`config.mk`:
```
export PLATFORM = sky130hd
export DESIGN_NAME = axi_sram_slave
export DESIGN_NICKNAME = d
export VERILOG_FILES = /design/src/rtl/axi_sram_slave.sv
export SDC_FILE = /design/constraint.sdc
export NUM_CORES = 1
export LEC_CHECK = 0
export ABC_AREA = 0
export BUFFER_PORTS_ARGS = -buffer_cell sky130_fd_sc_hd__buf_2
export CORE_AREA = 2 2 112 114
export CTS_CLUSTER_DIAMETER = 120
export DETAILED_ROUTE_END_ITERATION = 8
export DIE_AREA = 0 0 114 116
export GPL_ROUTABILITY_DRIVEN = 0
export HOLD_SLACK_MARGIN = 0.02
export PLACE_DENSITY = 0.71
export SLEW_MARGIN = 20
export SYNTH_ARGS = -nofsm -noshare
export SYNTH_HDL_FRONTEND = slang
export SYNTH_SLANG_ARGS = --single-unit
export TNS_END_PERCENT = 20
```
`constraint.sdc`:
```
create_clock -name aclk -period 2 [get_ports aclk]
set_input_delay 0.5 -clock aclk [delete_from_list [all_inputs] [get_ports aclk]]
set_output_delay 0.5 -clock aclk [all_outputs]
set_load 0.02 [all_outputs]
```
`src/rtl/axi_sram_slave.sv`:
```
// axi_sram_slave: AXI3 slave that maps one burst at a time onto a synchronous
// 32-bit SRAM port (read data returns the cycle after the read strobe).
//
// state   | meaning
// --------+------------------------------------------------------------
// IDLE    | no transaction; AR/AW arbitrated, ready only here
// RD_REQ  | SRAM read strobe for the current beat
// RD_WAIT | SRAM read data returns and is captured into rdata
// RD_RESP | rvalid held with stable payload until rready
// WR_DATA | wready high; each W beat is written straight through to SRAM
// WR_RESP | bvalid held with latched bid/bresp until bready
module axi_sram_slave #(
  parameter int SRAM_AW = 16
) (
  input  logic               aclk,
  input  logic               areset,
  // read address channel
  input  logic [3:0]         arid,
  input  logic [31:0]        araddr,
  input  logic [3:0]         arlen,
  input  logic [2:0]         arsize,
  input  logic [1:0]         arburst,
  input  logic [1:0]         arlock,
  input  logic [3:0]         arcache,
  input  logic [2:0]         arprot,
  input  logic               arvalid,
  output logic               arready,
  // read data channel
  output logic [3:0]         rid,
  output logic [31:0]        rdata,
  output logic [1:0]         rresp,
  output logic               rlast,
  output logic               rvalid,
  input  logic               rready,
  // write address channel
  input  logic [3:0]         awid,
  input  logic [31:0]        awaddr,
  input  logic [3:0]         awlen,
  input  logic [2:0]         awsize,
  input  logic [1:0]         awburst,
  input  logic [1:0]         awlock,
  input  logic [3:0]         awcache,
  input  logic [2:0]         awprot,
  input  logic               awvalid,
  output logic               awready,
  // write data channel
  input  logic [3:0]         wid,
  input  logic [31:0]        wdata,
  input  logic [3:0]         wstrb,
  input  logic               wlast,
  input  logic               wvalid,
  output logic               wready,
  // write response channel
  output logic [3:0]         bid,
  output logic [1:0]         bresp,
  output logic               bvalid,
  input  logic               bready,
  // SRAM master port
  output logic               sram_en,
  output logic [3:0]         sram_we,
  output logic [SRAM_AW-1:0] sram_addr,
  output logic [31:0]        sram_wdata,
  input  logic [31:0]        sram_rdata
);

  localparam logic [1:0] BURST_FIXED = 2'b00;
  localparam logic [1:0] BURST_INCR  = 2'b01;
  localparam logic [1:0] RESP_OKAY   = 2'b00;
  localparam logic [1:0] RESP_SLVERR = 2'b10;

  typedef enum logic [2:0] {
    IDLE,
    RD_REQ,
    RD_WAIT,
    RD_RESP,
    WR_DATA,
    WR_RESP
  } state_t;

  state_t state;
  state_t state_next;

  // latched transaction context (shared by read and write, one in flight)
  logic [3:0]         txn_id;
  logic [SRAM_AW-1:0] addr;
  logic [3:0]         len;
  logic [1:0]         burst;
  logic [3:0]         beat;

  // set after a read grant so a simultaneous request next time goes to write
  logic               prefer_wr;

  logic [31:0]        rdata_q;
  logic [1:0]         bresp_q;

  logic               burst_ok;
  logic               last_beat;
  logic [SRAM_AW-1:0] addr_next;
  logic               ar_hs;
  logic               aw_hs;
  logic               r_hs;
  logic               w_hs;

  // WRAP and reserved encodings never touch the SRAM and answer SLVERR
  assign burst_ok  = (burst == BURST_FIXED) || (burst == BURST_INCR);
  assign last_beat = (beat == len);
  // word address wraps naturally at the SRAM_AW boundary
  assign addr_next = (burst == BURST_INCR) ? addr + {{(SRAM_AW-1){1'b0}}, 1'b1} : addr;

  assign ar_hs = arvalid && arready;
  assign aw_hs = awvalid && awready;
  assign r_hs  = rvalid && rready;
  assign w_hs  = wvalid && wready;

  assign rid        = txn_id;
  assign bid        = txn_id;
  assign rdata      = rdata_q;
  assign rresp      = ((state == RD_RESP) && !burst_ok) ? RESP_SLVERR : RESP_OKAY;
  assign rlast      = (state == RD_RESP) && last_beat;
  assign bresp      = bresp_q;
  assign sram_addr  = addr;
  assign sram_wdata = wdata;

  // state register
  always_ff @(posedge aclk) begin
    if (areset) begin
      state <= IDLE;
    end else begin
      state <= state_next;
    end
  end

  // next-state decode plus handshake and SRAM strobe outputs
  always_comb begin
    state_next = state;
    arready    = 1'b0;
    awready    = 1'b0;
    rvalid     = 1'b0;
    wready     = 1'b0;
    bvalid     = 1'b0;
    sram_en    = 1'b0;
    sram_we    = 4'b0000;

    case (state)
      IDLE: begin
        // only the favoured channel is offered ready when both request,
        // so two handshakes can never happen in the same cycle
        arready = !areset && !(awvalid && prefer_wr);
        awready = !areset && !(arvalid && !prefer_wr);
        if (arvalid && arready) begin
          state_next = RD_REQ;
        end else if (awvalid && awready) begin
          state_next = WR_DATA;
        end
      end

      RD_REQ: begin
        sram_en    = burst_ok;
        state_next = RD_WAIT;
      end

      RD_WAIT: begin
        state_next = RD_RESP;
      end

      RD_RESP: begin
        rvalid = 1'b1;
        if (rready) begin
          state_next = last_beat ? IDLE : RD_REQ;
        end
      end

      WR_DATA: begin
        wready = 1'b1;
        if (wvalid) begin
          sram_en = burst_ok;
          sram_we = burst_ok ? wstrb : 4'b0000;
          if (wlast) begin
            state_next = WR_RESP;
          end
        end
      end

      WR_RESP: begin
        bvalid = 1'b1;
        if (bready) begin
          state_next = IDLE;
        end
      end

      default: begin
        state_next = IDLE;
      end
    endcase
  end

  // transaction context: latched on address handshake, stepped per beat
  always_ff @(posedge aclk) begin
    if (areset) begin
      txn_id    <= 4'h0;
      addr      <= '0;
      len       <= 4'h0;
      burst     <= BURST_FIXED;
      beat      <= 4'h0;
      prefer_wr <= 1'b0;
    end else begin
      if (ar_hs) begin
        txn_id    <= arid;
        addr      <= araddr[SRAM_AW+1:2];
        len       <= arlen;
        burst     <= arburst;
        beat      <= 4'h0;
        prefer_wr <= 1'b1;
      end else if (aw_hs) begin
        txn_id    <= awid;
        addr      <= awaddr[SRAM_AW+1:2];
        len       <= awlen;
        burst     <= awburst;
        beat      <= 4'h0;
        prefer_wr <= 1'b0;
      end

      if ((r_hs && !last_beat) || w_hs) begin
        beat <= beat + 4'd1;
        addr <= addr_next;
      end
    end
  end

  // read data register: SRAM data captured the cycle after the strobe
  always_ff @(posedge aclk) begin
    if (areset) begin
      rdata_q <= 32'h0;
    end else if (state == RD_WAIT) begin
      rdata_q <= burst_ok ? sram_rdata : 32'h0;
    end
  end

  // write response: decided on the beat carrying wlast
  always_ff @(posedge aclk) begin
    if (areset) begin
      bresp_q <= RESP_OKAY;
    end else if (w_hs && wlast) begin
      bresp_q <= (!burst_ok || !last_beat) ? RESP_SLVERR : RESP_OKAY;
    end
  end

  // size, lock, cache, prot, write id and out-of-range address bits carry no meaning here
  logic unused_inputs;
  assign unused_inputs = ^{arsize, arlock, arcache, arprot, araddr[31:SRAM_AW+2], araddr[1:0],
                           awsize, awlock, awcache, awprot, awaddr[31:SRAM_AW+2], awaddr[1:0],
                           wid};

endmodule

```
Yosys cells after proc, flatten, opt, wreduce, memory -nomap -nowiden
Cells that the tools add are included.
{"block": "totals", "wordCells": 89, "output_inout_bits": 103, "input_bits": 188, "ff_bits": 68, "latch_bits": 0, "rom_bits": 0, "mem_count": 0, "ram_bits": 0}
{"block": "op_classes", "bitwise_logic": 0, "order_cmp": 0, "muxes": 36, "reduce_logical": 29, "n_div": 0, "n_mul": 0, "n_eq_ne": 13, "shifts": 0, "addsub": 2}
{"operator": "16-bit two-way mux", "n": 4}
{"operator": "4-bit two-way mux", "n": 10}
{"operator": "32-bit two-way mux", "n": 1}
{"operator": "3-bit two-way mux", "n": 6}
{"operator": "3-bit case mux with 6 select lines", "n": 1}
{"operator": "16-bit by 1-bit adder with 16-bit output, second input constant", "n": 1}
{"operator": "1-bit logical AND", "n": 14}
{"operator": "2-bit inequality test, second input constant", "n": 5}
{"operator": "1-bit two-way mux", "n": 9}
{"operator": "2-bit two-way mux", "n": 4}
{"operator": "3-bit by 2-bit equality test with 1-bit output, second input constant", "n": 2}
{"operator": "3-bit equality test, second input constant", "n": 2}
{"operator": "1-bit zero test", "n": 6}
{"operator": "5-bit AND reduction", "n": 1}
{"operator": "4-bit by 1-bit adder with 4-bit output, second input constant", "n": 1}
{"operator": "4-bit equality test", "n": 1}
{"operator": "3-bit by 1-bit equality test with 1-bit output, second input constant", "n": 1}
{"operator": "3-bit zero test", "n": 1}
{"operator": "1-bit logical OR", "n": 3}
{"operator": "3-bit inequality test, second input constant", "n": 1}
{"operator": "3-bit nonzero test", "n": 1}
{"operator": "2-bit by 1-bit equality test with 1-bit output, second input constant", "n": 1}
{"operator": "2-bit zero test", "n": 1}
{"operator": "1-bit case mux with 2 select lines", "n": 1}
{"operator": "2 further kinds", "n": 2}

Longest topological paths before layout
Gate-level depths: netlist of the first run.
{"block": "depth", "word_depth": 9, "mapped_depth": 8}

Worst setup path before layout of the first run
No wires, ideal clock.
{"block": "synth_timing", "path_type": "register -> output", "startpoint": "reg state[0]", "endpoint": "out sram_en", "n_path_buf": 2, "path_slack_ps": -144, "arrival_time_ps": 1644, "stages_incl_launch_ff": 5, "path_cell_list": "dfxtp_1 -> clkbuf_1 -> clkbuf_1 -> mux2_2 -> nor3_1"}
{"block": "synth_between", "elab_chain_len": 2, "word_cells_on_any_way": 3, "cone_classes": "2 x eq/ne; 1 x mux"}
{"element": "start, declared", "line": "80", "source": "state_t state;"}
{"element": "start signal, assigned", "line": "129", "source": "state <= state_next;"}
{"element": "3-bit equality test or 3-bit by 1-bit equality test with 1-bit output (tied branches)", "line": "144", "source": "case (state)"}
{"element": "1-bit case mux with 2 select lines *", "line": "144"}
{"element": "end, declared", "line": "59", "source": "output logic sram_en,"}
Mark *: on every way between the ends. The rest lies on a longest branch, timed or not.

Final worst setup path of the first run
{"block": "layout_timing", "startpoint": "reg state[1]", "endpoint": "out sram_we[3]"}
{"block": "layout_between", "elab_chain_len": 2}
{"element": "3-bit equality test", "line": "144"}
{"element": "4-bit two-way mux", "line": "144"}
{"element": "end, declared", "line": "60", "source": "output logic [3:0] sram_we,"}
No other way between the ends.

==> results by group, run 1 <==
Routing
  • Post-detailed-route via-to-cell ratio: 5.03
  • Total number of vias: 3885
  • Count of nets left with antenna violations after detail routing: 0
  • Drt total wl: 11.4 mm
  • Post-route DRC: 0
  • Detailed Route Iter0 Violations: 242
  • Drt wl/cell: 14.8 um
  • First-pass DRT Iterations: 4

STA
  • Slew headroom: 66.0%
  • Final slew viol count: 0
  • Number of setup violations in the final report: 7
  • Peak clock frequency supported by timing: 0.456 GHz
  • RSZ-0062 raised after global routing: yes
  • Crit path time final: 2190 ps
  • Worst hold slack across all endpoints: 379 ps
  • Pin slew with the least headroom to its limit: 504 ps
  • TNS Setup: -1030 ps
  • Setup slack after layout: -191 ps
  • Clk_skew: 5.74 ps
  • Number of failing hold endpoints at the final stage: 0
  • Ratio of final minimum period to clock period: 110%

Placed design
  • Placed insts: 752
  • Placed Area: 0.00471 sq mm
  • Port Buffer Count: 164
  • Total half-perimeter wirelength after legalization and detailed placement: 8.43 mm

Finish
  • Post-layout nets: 811
  • Area occupied by multi-input gates: 0.00208 sq mm
  • Syn-to-layout area delta: 34.7%
  • Post-route cell area: 0.00518 sq mm
  • Share of cells above drive strength 1: 42.2%
  • Final cell count without fillers: 773
  • Storage cell area: 0.00135 sq mm
  • Inserted Diodes: 0
  • Fill count: 1208

Worst setup path
  • Crit end category: output port
  • Critical path type: flop to output port
  • Buffers and inverters on the worst path: 2
  • List of cells traversed by the critical path: or4bb_1, nor2_1, buf_4, and2_4, buf_6
  • Data required, critical path: 1500 ps
  • Startpoint class of the critical path: flop
  • Family with the most delay on the worst path: simple AND/OR/NAND/NOR gates
  • Largest stage delay on the critical path: 520 ps
  • Arrival time at the worst endpoint: 1690 ps
  • Crit-path max FO: 5
  • Cell type of the slowest stage on the worst timing path: sky130_fd_sc_hd__or4bb_1

Clock network
  • Clock tree from TritonCTS: yes
  • Buffers from clock root to sink, at most: 2
  • Clock network latency to the later pin of the worst-skew pair: 330 ps
  • TritonCTS sink count: 67
  • Number of buffers added by the clock tree synthesis step: 9
  • Clock H-tree levels: 3
  • Clock Tree Root: sky130_fd_sc_hd__clkbuf_16
  • Post-CTS clock slew at the launch and capture registers of the worst setup and hold paths: 60 ps
  • Hold Buf Count CTS: 0

Run status
  • Failing checks: negative setup slack
  • Outcome: finished with violations

Logic synthesis
  • Most instantiated flip-flop cell in the synthesis netlist: sky130_fd_sc_hd__dfxtp_1
  • Most common cell in the netlist: sky130_fd_sc_hd__dfxtp_1
  • Cells after synthesis: 475
  • Fraction of the yosys area taken by sequential cells: 34.9%
  • Fraction of synthesis flops using an asynchronous set or reset pin: 0%
  • Fraction of synthesized cell area taken by the top area cell type: 34.9%
  • Synthesized area divided by synthesized cell count: 8.09 sq um
  • Number of enable flip-flop cells after synthesis: 0
  • Synthesized flop and latch total: 67
  • Total number of yosys warnings: 0
  • Netlist Area Pre-Place: 0.00384 sq mm
  • Top cell type by total area after synthesis: sky130_fd_sc_hd__dfxtp_1
  • Top cells by instance count after synthesis: sky130_fd_sc_hd__dfxtp_1 (67), sky130_fd_sc_hd__nand2_1 (63), sky130_fd_sc_hd__a21oi_1 (53), sky130_fd_sc_hd__buf_4 (39), sky130_fd_sc_hd__nand3b_1 (34)
  • Synth top area cells: sky130_fd_sc_hd__dfxtp_1 (35%), sky130_fd_sc_hd__buf_4 (7.6%), sky130_fd_sc_hd__a21oi_1 (6.9%)
  • Count of distinct cell types in the synthesized netlist: 61

Pwr
  • Switching part of the total: 38.5%
  • Internal power component: 3920 uW
  • Sequential share of power: 29.4%
  • Worst ir drop on vdd: 0.000463 V
  • Clk network pwr share: 25.1%
  • Net switching power: 2450 uW
  • Relative contribution of combinational cells to total power: 45.5%
  • Power density over cell area: 1230 mW/mm^2
  • Static Leak: 0.00241 uW

GRT
  • Overflow left after global routing: 0
  • Overall fraction of global-route tracks in use: 17.2%
  • Largest net degree at the start of global routing: 33
  • Number of antenna violations at the first check in global routing: 0
  • Wire length of the first global-routing pass: 18.0 mm
  • Via count of the first global-routing pass: 3659

Flow run
  • Number of maximum-capacitance constraint violations: 0

Floorplanning
  • Cell Rows: 40
  • Number of top-level pins: 291
  • Vertical die dimension: 116 um
  • Die area: 0.0132 sq mm
  • DIE WIDTH: 114 um
  • Core area: 0.0119 sq mm
  • Initial Util: 32.3%

Worst hold path
  • Path category of the worst min-delay check: primary input to flop
-- metrics by stage --
stage / power, uW / util [%] / setup WS, ps
floorplan: 3750 / - / -32.9
global placement: 4590 / 39.6 / -159
detailed placement: 4620 / 39.6 / -150
CTS: 6380 / 43.0 / -202
global route: 6790 / 43.5 / -277
finish: 6370 / 43.5 / -191
-- path summary, 6_finish.rpt --
kind | startpoint | end | slack, ps | depth (start not counted)
worst max register to register | state[1] | sram_addr[3] | 0 | 6
worst min register to register | rdata[10] | rdata[10] | 440 | 2
worst max-delay path | state[1] | sram_we[3] | -190 | 5
worst min-delay path | rready | state[1] | 380 | 2
-- power by group through the flow --
stage          Sequential (uW)  Combinational [uW]  Clock [uW]
6_report                  1870                2900        1600
5_1_grt                   1910                3170        1700
4_1_cts                   1870                2870        1640
3_5_place_dp              1890                2730           0
3_3_place_gp              1880                2710           0
2_1_floorplan             2120                1630           0
-- cell families after synthesis --
family | share of synthesized area (%)
other | 0.0976
flip-flops | 34.9
AND/OR/NAND/NOR | 24.8
multiplexers | 5.01
buffers and inverters | 12.8
adder cells (fa/ha/maj) | 0.651
AO/OA/AOI/OAI | 20.6
XOR/XNOR | 1.14
-- state kept, by name, indices dropped and copies added (netlist names) --
register	flops
prefer_wr	1
bid	4
len	4
burst	2
state	3
rdata	32
beat	4
sram_addr	16
bresp	1
-- layer usage --
metal  global-route usage [%]  vias to the layer above  wire (um)
li1                         -                     1945          -
met1                     21.4                     1755       5030
met2                     28.6                      162       5320
met3                     4.39                       23        835
met4                     6.59                        0        260
met5                        0                        -          0
-- timing repair --
item	in CTS	in global routing
resized for setup	26	14
gates cloned	0	0
setup endpoints to repair	8	22
pin swaps	7	5
buffers inserted	4	1
-- layout by cell type, fill, tap and decap left out, types with 5 or more instances in the layout --
cell type,n
sky130_fd_sc_hd__nor3_1,7
sky130_fd_sc_hd__inv_1,13
sky130_fd_sc_hd__buf_4,40
sky130_fd_sc_hd__nor2_1,14
sky130_fd_sc_hd__nand3b_1,34
sky130_fd_sc_hd__o22ai_1,5
sky130_fd_sc_hd__a21oi_1,51
sky130_fd_sc_hd__and3_1,5
sky130_fd_sc_hd__mux2_2,5
sky130_fd_sc_hd__xor2_1,5
sky130_fd_sc_hd__mux2_4,5
sky130_fd_sc_hd__dfxtp_1,63
sky130_fd_sc_hd__nand2_1,62
sky130_fd_sc_hd__buf_6,10
sky130_fd_sc_hd__a31oi_1,7
sky130_fd_sc_hd__clkbuf_16,9
sky130_fd_sc_hd__nand3_1,16
sky130_fd_sc_hd__o32ai_1,8
sky130_fd_sc_hd__o21ai_0,15
sky130_fd_sc_hd__mux2i_1,8
sky130_fd_sc_hd__buf_2,156
-- final cells by class --
| cell class | instances | share of cell area, % |
|---|---|---|
| Clock inverter | 6 | 1.26 |
| Inverter | 13 | 0.943 |
| Sequential cell | 67 | 26.0 |
| Tap cell | 147 | 3.55 |
| Timing Repair Buffer | 207 | 23.4 |
| Clock buffer | 10 | 4.62 |
| Multi-Input combinational cell | 323 | 40.2 |
(Power assumes the default switching activity.)
==> run 2: changes to the inputs <==
CELL_PAD_IN_SITES_DETAIL_PLACEMENT = 0   (was not set)
CELL_PAD_IN_SITES_GLOBAL_PLACEMENT = 1   (was not set)
CORE_AREA = not set   (was 2 2 112 114)
CORE_MARGIN = 2   (was not set)
CORE_UTILIZATION = 24   (was not set)
DIE_AREA = not set   (was 0 0 114 116)
PLACE_DENSITY = 0.78   (was 0.71)
==> run 2 against run 1 <==
Effect of this change:
- the run still ends with negative setup slack left
- critical path type unchanged
- clock power down 6%
- final area grew 1.5%
- global-route usage down 3.4 points
- core utilization decreased by 10 points
- cell count increased by 9.7%
- setup slack lost 44 ps
- largest power group unchanged
- register-to-register slack better by 50 ps
- power is 0.88% lower
- flip-flop and latch count is the same
- die area grew 29%
==> results by group, run 2 (synthesized netlist as in run 1, its figures left out) <==
Run status
  • Outcome: finished with violations
  • Failing checks: negative setup slack

Routing
  • Detailed Route Iter0 Violations: 160
  • Post-detailed-route via-to-cell ratio: 4.55
  • Count of nets left with antenna violations after detail routing: 0
  • First-pass DRT Iterations: 7
  • Post-route DRC: 0
  • Drt wl/cell: 14.2 um
  • Total number of vias: 3859
  • Drt total wl: 12.0 mm

STA
  • Crit path time final: 2240 ps
  • Final slew viol count: 0
  • Slew headroom: 67.2%
  • RSZ-0062 raised after global routing: yes
  • Pin slew with the least headroom to its limit: 486 ps
  • Setup slack after layout: -235 ps
  • TNS Setup: -1450 ps
  • Number of setup violations in the final report: 8
  • Clk_skew: 7.60 ps
  • Peak clock frequency supported by timing: 0.447 GHz
  • Ratio of final minimum period to clock period: 112%
  • Number of failing hold endpoints at the final stage: 0

Placed design
  • Port Buffer Count: 164
  • Total half-perimeter wirelength after legalization and detailed placement: 8.79 mm
  • Placed insts: 827

Clock network
  • Number of buffers added by the clock tree synthesis step: 9
  • TritonCTS sink count: 67
  • Post-CTS clock slew at the launch and capture registers of the worst setup and hold paths: 60 ps
  • Buffers from clock root to sink, at most: 2
  • Clock tree from TritonCTS: yes
  • Clock network latency to the later pin of the worst-skew pair: 340 ps
  • Clock H-tree levels: 3
  • Clock Tree Root: sky130_fd_sc_hd__clkbuf_16

Worst hold path
  • Critical hold path startpoint: wlast
  • Path category of the worst min-delay check: primary input to flop
  • Worst Hold Endpoint: bresp[1]
  • Cell depth of the worst min-delay path: 2

Finish
  • Fill count: 1710
  • Post-layout nets: 816
  • Largest register FFs: 32
  • Most common cell after layout, fill and taps aside: sky130_fd_sc_hd__buf_2
  • Commonest non-fill, non-tap cells in the layout: sky130_fd_sc_hd__buf_2 (154), sky130_fd_sc_hd__dfxtp_1 (64), sky130_fd_sc_hd__nand2_1 (63)
  • Syn-to-layout area delta: 36.6%
  • Share of cells above drive strength 1: 42.2%
  • Final cell count without fillers: 848

Worst setup path
  • Crit end category: output port
  • Data required, critical path: 1500 ps
  • Cell type of the slowest stage on the worst timing path: sky130_fd_sc_hd__or4bb_1
  • Crit Reg-Reg Endpoint: sram_addr[13]
  • Startpoint of the lowest-slack register-to-register path: len[1]
  • Arrival time at the worst endpoint: 1740 ps
  • Startpoint class of the critical path: flop
  • Worst R2R Setup Slack: 50 ps
  • Crit-path max FO: 5
  • Critical path type: flop to output port
  • Length in cells of the worst reg-to-reg path: 5
  • Largest stage delay on the critical path: 530 ps
  • List of cells traversed by the critical path: or4bb_1, nor2_1, buf_4, and2_4, buf_6

Floorplanning
  • Number of top-level pins: 291
  • Vertical die dimension: 131 um
  • Core area: 0.0158 sq mm
  • Initial Util: 24.4%
  • Cell Rows: 46
  • DIE WIDTH: 131 um
  • Die area: 0.0170 sq mm

GRT
  • Number of antenna violations at the first check in global routing: 1
  • Wire length of the first global-routing pass: 17.9 mm
  • Overall fraction of global-route tracks in use: 13.7%
  • Via count of the first global-routing pass: 3364
  • Overflow left after global routing: 0
  • Largest net degree at the start of global routing: 33

Pwr
  • Final total power: 6310 uW
  • Worst ir drop on vdd: 0.000473 V
  • Power density over cell area: 1200 mW/mm^2
  • Static Leak: 0.00240 uW

Flow run
  • Number of maximum-capacitance constraint violations: 0
run 2: cell count changes in the layout (fill, tap and decap cells not counted), moves of 2 or more:
cell	delta
sky130_fd_sc_hd__mux2_2	+5
sky130_fd_sc_hd__buf_6	-2
sky130_fd_sc_hd__buf_2	-2
sky130_fd_sc_hd__buf_4	+8
sky130_fd_sc_hd__mux2_4	-5
run 2: final cells by class:
type | count | area [sq um] | share of cell area, %
Tap cell | 216 | 270 | 5.15
Sequential cell | 67 | 1350 | 25.6
Inverter | 13 | 48.8 | 0.929
Antenna cell | 1 | 2.50 | 0.0477
Timing Repair Buffer | 212 | 1260 | 24.0
Clock buffer | 10 | 239 | 4.55
Multi-Input combinational cell | 323 | 2040 | 38.9
Clock inverter | 6 | 40.0 | 0.762
run 2: how the worst max path moves through the flow:
stage,start,end,slack [ps],depth (start not counted)
after global placement,areset,sram_addr[7],-210,7
after detailed placement,areset,sram_addr[8],-190,7
final,state[0],sram_we[3],-240,5
after CTS,state[0],sram_we[3],-250,5
after floorplan,areset,sram_addr[2],-30,7
after global routing,state[0],sram_we[1],-300,5
run 2: per-stage QoR:
stage / setup slack [ps] / util (%) / area (sq um) / hold slack, ps
after floorplan: -32.9 / - / 3850 / 431
after global placement: -210 / 30.8 / 4860 / 435
after detailed placement: -190 / 30.8 / 4860 / 440
after CTS: -247 / 33.2 / 5240 / 374
after global routing: -300 / 33.3 / 5250 / 420
final: -235 / 33.3 / 5250 / 397
run 2: critical path: cells and delay by family, from the launching register on:
| family | cells | cell delay, ps |
|---|---|---|
| buf+inv | 2 | 260 |
| simple gates | 3 | 800 |
| flops | 1 | 330 |
run 2: repair_timing:
action                                  in CTS  in global routing
setup buffers                                3                  1
gates resized for setup                     30                  0
endpoints found under the setup margin      15                 23
hold buffers                                 0                  0
pin swaps                                    7                  2
run 2: where the power goes:
group / leakage, uW / internal, uW / switching (uW) / total, uW
registers: 0.000547 / 1640 / 229 / 1870
logic: 0.00172 / 1290 / 1650 / 2930
clock network: 0.000139 / 872 / 634 / 1510
total: 0.00240 / 3800 / 2510 / 6310
run 2: per-layer routing:
layer / vias to the layer above / track usage (%) / share of wire [%]
met3: 17 / 3.09 / 6.0
li1: 1962 / - / -
met1: 1753 / 18.9 / 48
met2: 127 / 20.3 / 44
met5: - / 0 / 0
met4: 0 / 6.51 / 1.6
